==> src/rtl/fetch_unit_if.sv <==
// Instruction-memory handshake between the fetch stage (master) and the memory (slave).
interface fetch_unit_if;
  logic [15:0] imem_addr;
  logic        imem_rd;
  logic        imem_stall;
  logic        imem_done;
  logic [15:0] imem_data;

  modport master (
    output imem_addr,
    output imem_rd,
    input  imem_stall,
    input  imem_done,
    input  imem_data
  );

  modport slave (
    input  imem_addr,
    input  imem_rd,
    output imem_stall,
    output imem_done,
    output imem_data
  );
endinterface

==> src/rtl/fetch_unit.sv <==
// Instruction fetch stage: PC, multi-cycle imem reads, one-entry decode buffer, redirect/halt.
// Optional macro FETCH_ERR_EN: misaligned redirects set a sticky err and halt fetch.
module fetch_unit (
  input  logic                clk_i,
  input  logic                rst_ni,
  fetch_unit_if.master        imem,
  input  logic [15:0]         new_pc_i,
  input  logic                redirect_i,
  input  logic                stall_i,
  input  logic                halt_i,
  output logic [15:0]         instr_o,
  output logic [15:0]         pc_out_o,
  output logic [15:0]         pc_plus2_o,
  output logic                instr_valid_o,
  output logic                halted_o,
  output logic                err_o
);

  typedef enum logic [1:0] {StFetch, StWait, StSquash, StHalted} state_e;

  state_e      state_q, state_d;
  logic [15:0] pc_q, pc_d;
  logic [15:0] instr_q, instr_d;
  logic [15:0] pc_out_q, pc_out_d;
  logic [15:0] pc_plus2_q, pc_plus2_d;
  logic        valid_q, valid_d;

  logic        slot_free;
  logic        accept;
  logic        capture;
  logic        in_flight;
  logic        redir_odd;
  logic [15:0] redir_pc;

`ifdef FETCH_ERR_EN
  assign redir_pc  = new_pc_i;
  assign redir_odd = new_pc_i[0];
`else
  assign redir_pc  = new_pc_i & 16'hFFFE;
  assign redir_odd = 1'b0;
`endif

  assign slot_free      = !valid_q || !stall_i;
  // Gated by reset so no request leaks out while rst_ni is held low.
  assign imem.imem_rd   = rst_ni && (state_q == StFetch) && slot_free;
  assign imem.imem_addr = pc_q;
  assign accept         = imem.imem_rd && !imem.imem_stall;

  always_comb begin
    state_d    = state_q;
    pc_d       = pc_q;
    instr_d    = instr_q;
    pc_out_d   = pc_out_q;
    pc_plus2_d = pc_plus2_q;
    valid_d    = valid_q && stall_i;
    capture    = 1'b0;
    in_flight  = 1'b0;

    // in_flight: a read is still outstanding after this edge.
    unique case (state_q)
      StFetch: begin
        if (accept) begin
          if (imem.imem_done) begin
            capture = 1'b1;
          end else begin
            state_d   = StWait;
            in_flight = 1'b1;
          end
        end
      end
      StWait: begin
        if (imem.imem_done) begin
          capture = 1'b1;
          state_d = StFetch;
        end else begin
          in_flight = 1'b1;
        end
      end
      StSquash: begin
        if (imem.imem_done) begin
          state_d = StFetch;
        end else begin
          in_flight = 1'b1;
        end
      end
      StHalted: valid_d = 1'b0;
      default:  state_d = StFetch;
    endcase

    // Redirect outranks halt: the halting instruction is younger and gets squashed.
    if (redirect_i && state_q != StHalted) begin
      pc_d    = redir_pc;
      valid_d = 1'b0;
      if (redir_odd) begin
        state_d = StHalted;
      end else if (in_flight) begin
        state_d = StSquash;
      end else begin
        state_d = StFetch;
      end
    end else if (halt_i && !stall_i && state_q != StHalted) begin
      state_d = StHalted;
      valid_d = 1'b0;
    end else if (capture) begin
      instr_d    = imem.imem_data;
      pc_out_d   = pc_q;
      pc_plus2_d = pc_q + 16'd2;
      pc_d       = pc_q + 16'd2;
      valid_d    = 1'b1;
    end
  end

  always_ff @(posedge clk_i) begin
    if (!rst_ni) begin
      state_q    <= StFetch;
      pc_q       <= 16'h0000;
      instr_q    <= 16'h0800;
      pc_out_q   <= 16'h0000;
      pc_plus2_q <= 16'h0002;
      valid_q    <= 1'b0;
    end else begin
      state_q    <= state_d;
      pc_q       <= pc_d;
      instr_q    <= instr_d;
      pc_out_q   <= pc_out_d;
      pc_plus2_q <= pc_plus2_d;
      valid_q    <= valid_d;
    end
  end

`ifdef FETCH_ERR_EN
  logic err_q;

  always_ff @(posedge clk_i) begin
    if (!rst_ni) begin
      err_q <= 1'b0;
    end else if (redirect_i && redir_odd && state_q != StHalted) begin
      err_q <= 1'b1;
    end
  end

  assign err_o = err_q;
`else
  assign err_o = 1'b0;
`endif

  assign instr_o       = instr_q;
  assign pc_out_o      = pc_out_q;
  assign pc_plus2_o    = pc_plus2_q;
  assign instr_valid_o = valid_q;
  assign halted_o      = (state_q == StHalted);

endmodule

==> src/flat_wrapper.sv <==
// flat-port wrapper written by rule: the top's interface ports become plain ports
module fetch_unit_flat 
  (clk_i, rst_ni, new_pc_i, redirect_i, stall_i, halt_i, instr_o, pc_out_o, pc_plus2_o, instr_valid_o, halted_o, err_o, imem_imem_addr, imem_imem_rd, imem_imem_stall, imem_imem_done, imem_imem_data);
  fetch_unit_if imem_i ();
  input  logic clk_i;
  input  logic rst_ni;
  input  logic [15:0] new_pc_i;
  input  logic redirect_i;
  input  logic stall_i;
  input  logic halt_i;
  output logic [15:0] instr_o;
  output logic [15:0] pc_out_o;
  output logic [15:0] pc_plus2_o;
  output logic instr_valid_o;
  output logic halted_o;
  output logic err_o;
  output wire logic [$bits(imem_i.imem_addr)-1:0] imem_imem_addr;
  output wire logic [$bits(imem_i.imem_rd)-1:0] imem_imem_rd;
  input wire logic [$bits(imem_i.imem_stall)-1:0] imem_imem_stall;
  input wire logic [$bits(imem_i.imem_done)-1:0] imem_imem_done;
  input wire logic [$bits(imem_i.imem_data)-1:0] imem_imem_data;
  assign imem_imem_addr = imem_i.imem_addr;
  assign imem_imem_rd = imem_i.imem_rd;
  assign imem_i.imem_stall = imem_imem_stall;
  assign imem_i.imem_done = imem_imem_done;
  assign imem_i.imem_data = imem_imem_data;
  fetch_unit u_core (.clk_i(clk_i), .rst_ni(rst_ni), .imem(imem_i), .new_pc_i(new_pc_i), .redirect_i(redirect_i), .stall_i(stall_i), .halt_i(halt_i), .instr_o(instr_o), .pc_out_o(pc_out_o), .pc_plus2_o(pc_plus2_o), .instr_valid_o(instr_valid_o), .halted_o(halted_o), .err_o(err_o));
endmodule
==> config.mk <==
export PLATFORM = sky130hd
export DESIGN_NAME = fetch_unit_flat
export DESIGN_NICKNAME = d
export VERILOG_FILES = /design/src/rtl/fetch_unit_if.sv /design/src/rtl/fetch_unit.sv /design/src/flat_wrapper.sv
export SDC_FILE = /design/constraint.sdc
export NUM_CORES = 1
export LEC_CHECK = 0
export CELL_PAD_IN_SITES_DETAIL_PLACEMENT = 0
export CELL_PAD_IN_SITES_GLOBAL_PLACEMENT = 1
export CORE_ASPECT_RATIO = 1.1
export CORE_MARGIN = 3
export CORE_UTILIZATION = 28
export DETAILED_ROUTE_END_ITERATION = 12
export GPL_TIMING_DRIVEN = 0
export PLACE_DENSITY_LB_ADDON = 0.1
export SKIP_LAST_GASP = 1
export SLEW_MARGIN = 20
export SYNTH_ARGS = -nofsm -noshare
export SYNTH_HDL_FRONTEND = slang
export SYNTH_SLANG_ARGS = --single-unit
==> constraint.sdc <==
create_clock -name clk_i -period 1.75 [get_ports clk_i]
set_input_delay 0.175 -clock clk_i [delete_from_list [all_inputs] [get_ports clk_i]]
set_output_delay 0.175 -clock clk_i [all_outputs]
set_load 0.01 [all_outputs]
==> results of run 1 <==
## power groups by stage
| stage | Clock, uW | Sequential, uW | Combinational (uW) |
|---|---|---|---|
| after detailed placement | 0 | 1640 | 649 |
| after global routing | 1540 | 1630 | 905 |
| final | 1430 | 1620 | 835 |
| after floorplan | 0 | 1660 | 293 |
| after global placement | 0 | 1640 | 646 |
| after CTS | 1470 | 1610 | 773 |
## worst reg2reg max path, delay by kind of cell (launching register included)
kind / cells / cell delay [ps]
adders and majority gates: 1 / 150
and+or+nand+nor: 2 / 300
DFF: 1 / 330
AOI/OAI and AO/OA: 3 / 480
buffers and inverters: 3 / 370
## timing repair
item | in CTS | in global routing
buffers inserted | 5 | 4
pin swaps | 15 | 13
gates resized for setup | 67 | 37
cloned | 4 | 3
endpoints found under the setup margin | 64 | 65
## metrics by stage
step	setup WS (ps)	total power (uW)	instances	utilization, %	hold WS, ps
6_report	27.8	3880	594	49.0	204
3_3_place_gp	-685	2290	567	41.6	442
2_1_floorplan	34.0	1950	350	-	299
3_5_place_dp	-643	2290	567	41.6	446
4_1_cts	-98.3	3860	589	47.2	198
5_1_grt	-64.9	4080	594	49.0	207
## cell usage in the layout (no fill, tap or decap), types with 3 or more instances in the layout
cell type	instances
nand3_1	10
dfxtp_1	60
buf_6	4
clkdlybuf4s50_1	98
o211ai_1	3
clkbuf_1	8
inv_2	3
buf_4	11
a211oi_2	3
nor2_2	3
a21oi_2	6
dfxtp_2	4
clkbuf_8	11
o21ai_0	6
o21ai_1	5
xnor2_1	8
xor2_1	5
conb_1	4
a22oi_1	3
nand2_4	5
nand2_1	80
a21oi_1	46
buf_8	9
a31oi_1	3
nor2_1	11
inv_1	3
nand2_2	3
## final timing paths
kind                                         from                                      to
setup / recovery   u_core.state_q[0]$_SDFFE_PN0P_  u_core.imem.imem_addr[12]$_SDFFE_PN0P_
hold reg to reg   u_core.pc_out_o[7]$_SDFFE_PN0P_         u_core.pc_out_o[7]$_SDFFE_PN0P_
hold / removal                             rst_ni  u_core.imem.imem_addr[15]$_SDFFE_PN0P_
setup reg to reg   u_core.state_q[0]$_SDFFE_PN0P_  u_core.imem.imem_addr[12]$_SDFFE_PN0P_
## layer usage
| layer | GRT usage (%) | vias to the layer above | part of all wire [%] |
|---|---|---|---|
| met2 | 26.3 | 80 | 47 |
| li1 | - | 1445 | - |
| met4 | 5.05 | 0 | 0.89 |
| met5 | 0 | - | 0 |
| met3 | 4.03 | 5 | 6.3 |
| met1 | 23.1 | 1336 | 46 |
## cells by family after synthesis
family,after synthesis,share of synthesized area [%]
and+or+nand+nor,129,19.3
buffers and inverters,35,6.34
AOI/OAI and AO/OA,101,22.7
adders and majority gates,4,1.78
other,1,0.134
DFF,64,45.7
xor gates and xnor gates,13,4.06
## registers in the layout (all words and copies together), names as in the netlist
signal	cells
u_core.pc_plus2_o	15
u_core.instr_valid_o	1
u_core.instr_o	16
u_core.state_q	2
u_core.pc_out_o	15
u_core.imem.imem_addr	15
## cell type report
type | count | share of cell area [%]
multi-input combinational | 252 | 33.1
sequential | 64 | 27.5
timing repair buffer | 115 | 25.8
buffer | 25 | 5.28
clock buffer | 12 | 3.32
tap | 117 | 3.13
clock inverter | 3 | 1.39
inverter | 6 | 0.482
==> results.md, run 1 <==
* Synth Register Bits at 64
* Pwr dens at 831 nW/um^2
* Critical Path, Cell by Cell: inv_2 -> ha_4 -> nand2_4 -> o41ai_4 -> and2_4 -> buf_12 -> buf_8 -> a31oi_1 -> o21a_1
* Initial drt markers at around 130
* Crit path capture type: flop
* Antenna cells at 0
* Critical Path RT at 1990 ps
* Initial antenna violation count at 0
* CP max stage delay at 330 ps
* CTS Buffer Depth at 2
* Main synth FF type: dfxtp_1
* CP delay by family, top: compound AO/OA/AOI/OAI gates
* Vias in the first global route at 2787
* Gpl congestion at roughly 0.76
* Setup Viol. Count Final at 0
* Mapped Avg Cell Area at 8.08 sq um
* Max Cap Viol at 0
* Leakage power at between 0.0015 and 0.002 uW
* Drt drc at 0
* Status: finished clean
* Least-Margin Pin Slew at approximately 700 ps
* Core area at 9540 sq um
* Worst hold path stage count at 3
* Worst path depth at 9
* RSZ-0062 raised after global routing: yes
* Vias at around 2900
* Multi-input logic area at about 1500 sq um
* Dpl cell area at slightly below 4000 sq um
* Sw Ratio at 26.4%
* Comb pwr share at between 20 and 25%
* Final hold viol count at 0
* Die height at ~110 um
* Most common cell in the synthesized netlist: nand2_1
* Worst hold path class: in2reg
* # IOs at between 100 and 150
* R2r setup slk at between 20 and 30 ps
* Slew Limit Fails at 0
* Internal power component at ~2900 uW
* Tcrit/Tclk final at around 98%
* Grt total ovfl at 0
* Global-route wire length before repair at about 15000 um
* Final Cell Area at 4670 sq um
* Yosys cell types at 41
* Worst path slowest cell: dfxtp_2
* Min Tclk post-route at ~1700 ps
* Post-synthesis sequential area ratio at between 40% and 50%
* Max Clock Skew at a little under 6 ps
* Syn. warnings at 0
* Standard-cell rows at 37
* WP data arrival at between 1500 and 2000 ps
* Fraction of registers with async set/reset at 0%
* Worst setup SP type: flop
* Worst-Skew Late Latency at 340 ps
* Cells after synthesis at ~350
* Mapped Area at between 2000 and 3000 sq um
* Area grow syn2layout at 66.6%
* Register Area at 1290 sq um
* # fillers at ~940
* Synth top area cells: dfxtp_1 (46%), nand2_1 (12%), a21oi_1 (9.3%)
* CTS H-tree depth at 3
* PortBufs at 100
* Clock share of power at a little under two fifths
* Post-Route WL at ~9500 um
* Worst relative slew slack at between 50% and 60%
* GRT Overall Usage at 16.9%
* CTS Sinks at 64
* Post-synth EDFFs at 0
* Leading area contributor after synthesis: dfxtp_1
* CTS tree: yes
* Die width at 101 um
* Hold buffers post-CTS at 0
* CTS Buf Count at 9
* 1st-pass router iterations at 4
* Cell count of the worst reg-to-reg path at 9
* Area fraction of the dominant cell type after synthesis at a little under half
* Largest net degree at the start of global routing at 11
* CP bufs+invs at 3
* Initial core utilization at between 20% and 30%
* Root Driver: clkbuf_8
* Clock transition at path regs at roughly 70 ps
* Drt via density at 4.82
* Routed len/inst at ~16 um
* Kind of critical path: reg2reg
* Hpwl dp at roughly 6600 um
* Fmax at around 0.58 GHz
* ANT nets after route at 0
* NetSw at around 1000 uW
* Full die area at 11300 sq um
* Setup TNS at 0 ps
* Reg power frac at 41.7%
* Post-synth top cells: nand2_1 (88), dfxtp_1 (64), a21oi_1 (52)
* Final-stage net count at roughly 520
* Peak VDD IR at 0.000432 V
* Maximum fanout along the worst path at 7
* Layout cells sized above 1 at roughly a fifth
Note: power is estimated with default switching activity, not from simulation.
==> inputs of run 2 (changes only) <==
--- a/config.mk
+++ b/config.mk
@@ -5,6 +5,7 @@
 export SDC_FILE = /design/constraint.sdc
 export NUM_CORES = 1
 export LEC_CHECK = 0
+export CAP_MARGIN = 30
 export CELL_PAD_IN_SITES_DETAIL_PLACEMENT = 0
 export CELL_PAD_IN_SITES_GLOBAL_PLACEMENT = 1
 export CORE_ASPECT_RATIO = 1.1
==> results of run 2 <==
No change in the layout: final DEF, timing and power equal those of run 1.
==> RTL change: new RTL, flow settings as in run 1 <==
The option `FETCH_ERR_EN` is turned on by a define.
--- a/src/rtl/fetch_unit.sv
+++ b/src/rtl/fetch_unit.sv
@@ -2,2 +2,4 @@
 // Optional macro FETCH_ERR_EN: misaligned redirects set a sticky err and halt fetch.
+`define FETCH_ERR_EN
+
 module fetch_unit (
Check against the original RTL: not equivalent (a bounded check fails within 4 cycles, from zero or initial values and one cycle with rst_ni low).
==> RTL change against run 1 <==
The flow now finishes with violations (negative setup slack); setup slack got worse by 0.13 ns; sequential power rose by 7%; routed wire length rose by 28%; total power rose by 17%; highest routed layer unchanged; sequential cell count rose by 3; largest power group unchanged; via count rose by 23%; clock skew fell by 0.0024 ns; fmax fell by 7.3%; synthesized cell count rose by 11%; area after synthesis rose by 14%; design area rose by 14%; clock power rose by 14%; count of clock-buffer cells in the layout did not move; worst hold slack improved by 0.21 ns.
==> RTL change: results (changes against run 1) <==
stage,metric,value,unit,change
status,status,"finished, violations left",,was completed
status,violations,negative setup slack,,
logic_synthesis,synthMuxAreaShare,0.00313,,was 0
finish,n_all_inverters,7,,was 6
logic_synthesis,synthAdderAreaFrac,0.0156,,was 0.0178
finish,num-multi-input-gates,274,,was 252
global_routing,grt_pass1_vias,3463,,was 2787
clock_network,path_clk_slew,0.05,ns,was 0.07 ns
finish,num-nets-final,562,,was 516
finish,drive_gt1_frac,0.195,,about the same
finish,buffers_excl_clock,160,,was 140
finish,seqAreaFraction,0.257,,was 0.275
min_path,min_to,u_core.instr_o[5],,was u_core.imem.imem_addr[15]
critical_path,critPathMaxFanout,8,,was 7
global_routing,grt_util_met3,0.0399,,was 0.0403
finish,numSequentialCells,67,,was 64
place,placed_area,4500,um2,was 3960 um2
timing,setup_ws,-0.107,ns,was 0.0278 ns
timing,fin_worst_skew,0.00334,ns,was 0.00577 ns
route,wl_met1,5.47,mm,was 4.37 mm
logic_synthesis,yosysSeqAreaShare,0.419,,was 0.457
floorplanning,num_rows,40,,was 37
finish,clk_share,0.0493,,was 0.0471
pwr,power.leakage,0.00184,uW,was 0.00171 uW
global_routing,gr-usage-met2,0.299,,was 0.263
critical_path,r2r_cells,5,,was 9
logic_synthesis,synth_compound_area_frac,0.276,,was 0.227
critical_path,max_stage_delay,0.52,ns,was 0.33 ns
critical_path,cp.arrival,2.11,ns,was 1.96 ns
clock_network,root_buffer,clkbuf_16,,was clkbuf_8
global_routing,grt_usage,0.187,,was 0.169
critical_path,critical-path-top-delay-family,simple AND/OR/NAND/NOR gates,,was compound AO/OA/AOI/OAI gates
route,dr_wl_met2,5.71,mm,was 4.48 mm
place,io_buffers,106,,was 100
logic_synthesis,synth_xor_xnor_area_share,0.0328,,was 0.0406
timing,setup_tns,-0.459,ns,was 0 ns
timing,maxSlewHeadroom,0.630,,was 0.538
finish,multi_input_comb_area,1880,um2,was 1540 um2
route,met3WireLength,785,um,was 601 um
finish,nFillCells,1099,,was 941
critical_path,cp_slowest_cell,or4b_4,,was dfxtp_2
min_path,hold_path.startpoint,imem_imem_data[5],,was rst_ni
route,drt_iter0_markers,157,,was 132
finish,final-nonclk-buf-share,0.300,,was 0.311
timing,setup_viol,11,,was 0
global_routing,grt_pass1_wl,18.7,mm,was 14.9 mm
route,routed_via_density,5.28,,was 4.82
logic_synthesis,synthDistinctLibCells,45,,was 41
## RTL change: changes by cell type after synthesis, moves of 13 or more
cell | before | now
nand2_1 | 88 | 12
nand3_1 | 10 | 46
o21ai_0 | 13 | 50
clkbuf_1 | 15 | 28
## RTL change: timing repair
action	4_1_cts	5_1_grt
pin swaps	9	27
buffers inserted	5	12
cloned	0	4
endpoints found under the setup margin	65	56
gates resized for setup	61	76
## RTL change: stage by stage
step	worst slack (ns)	cells	total power (uW)	hold slack, ns	utilization
detailed placement	-0.950	639	2690	0.466	0.407
CTS	-0.140	655	4450	0.403	0.451
global placement	-0.891	639	2680	0.457	0.407
global route	-0.195	670	4780	0.416	0.480
floorplan	-0.0902	386	2210	0.308	-
finish	-0.107	670	4560	0.410	0.480
## RTL change: power breakdown
group	switching, uW	total (uW)	internal, uW
logic	604	1200	598
clock network	643	1630	982
registers	103	1730	1630
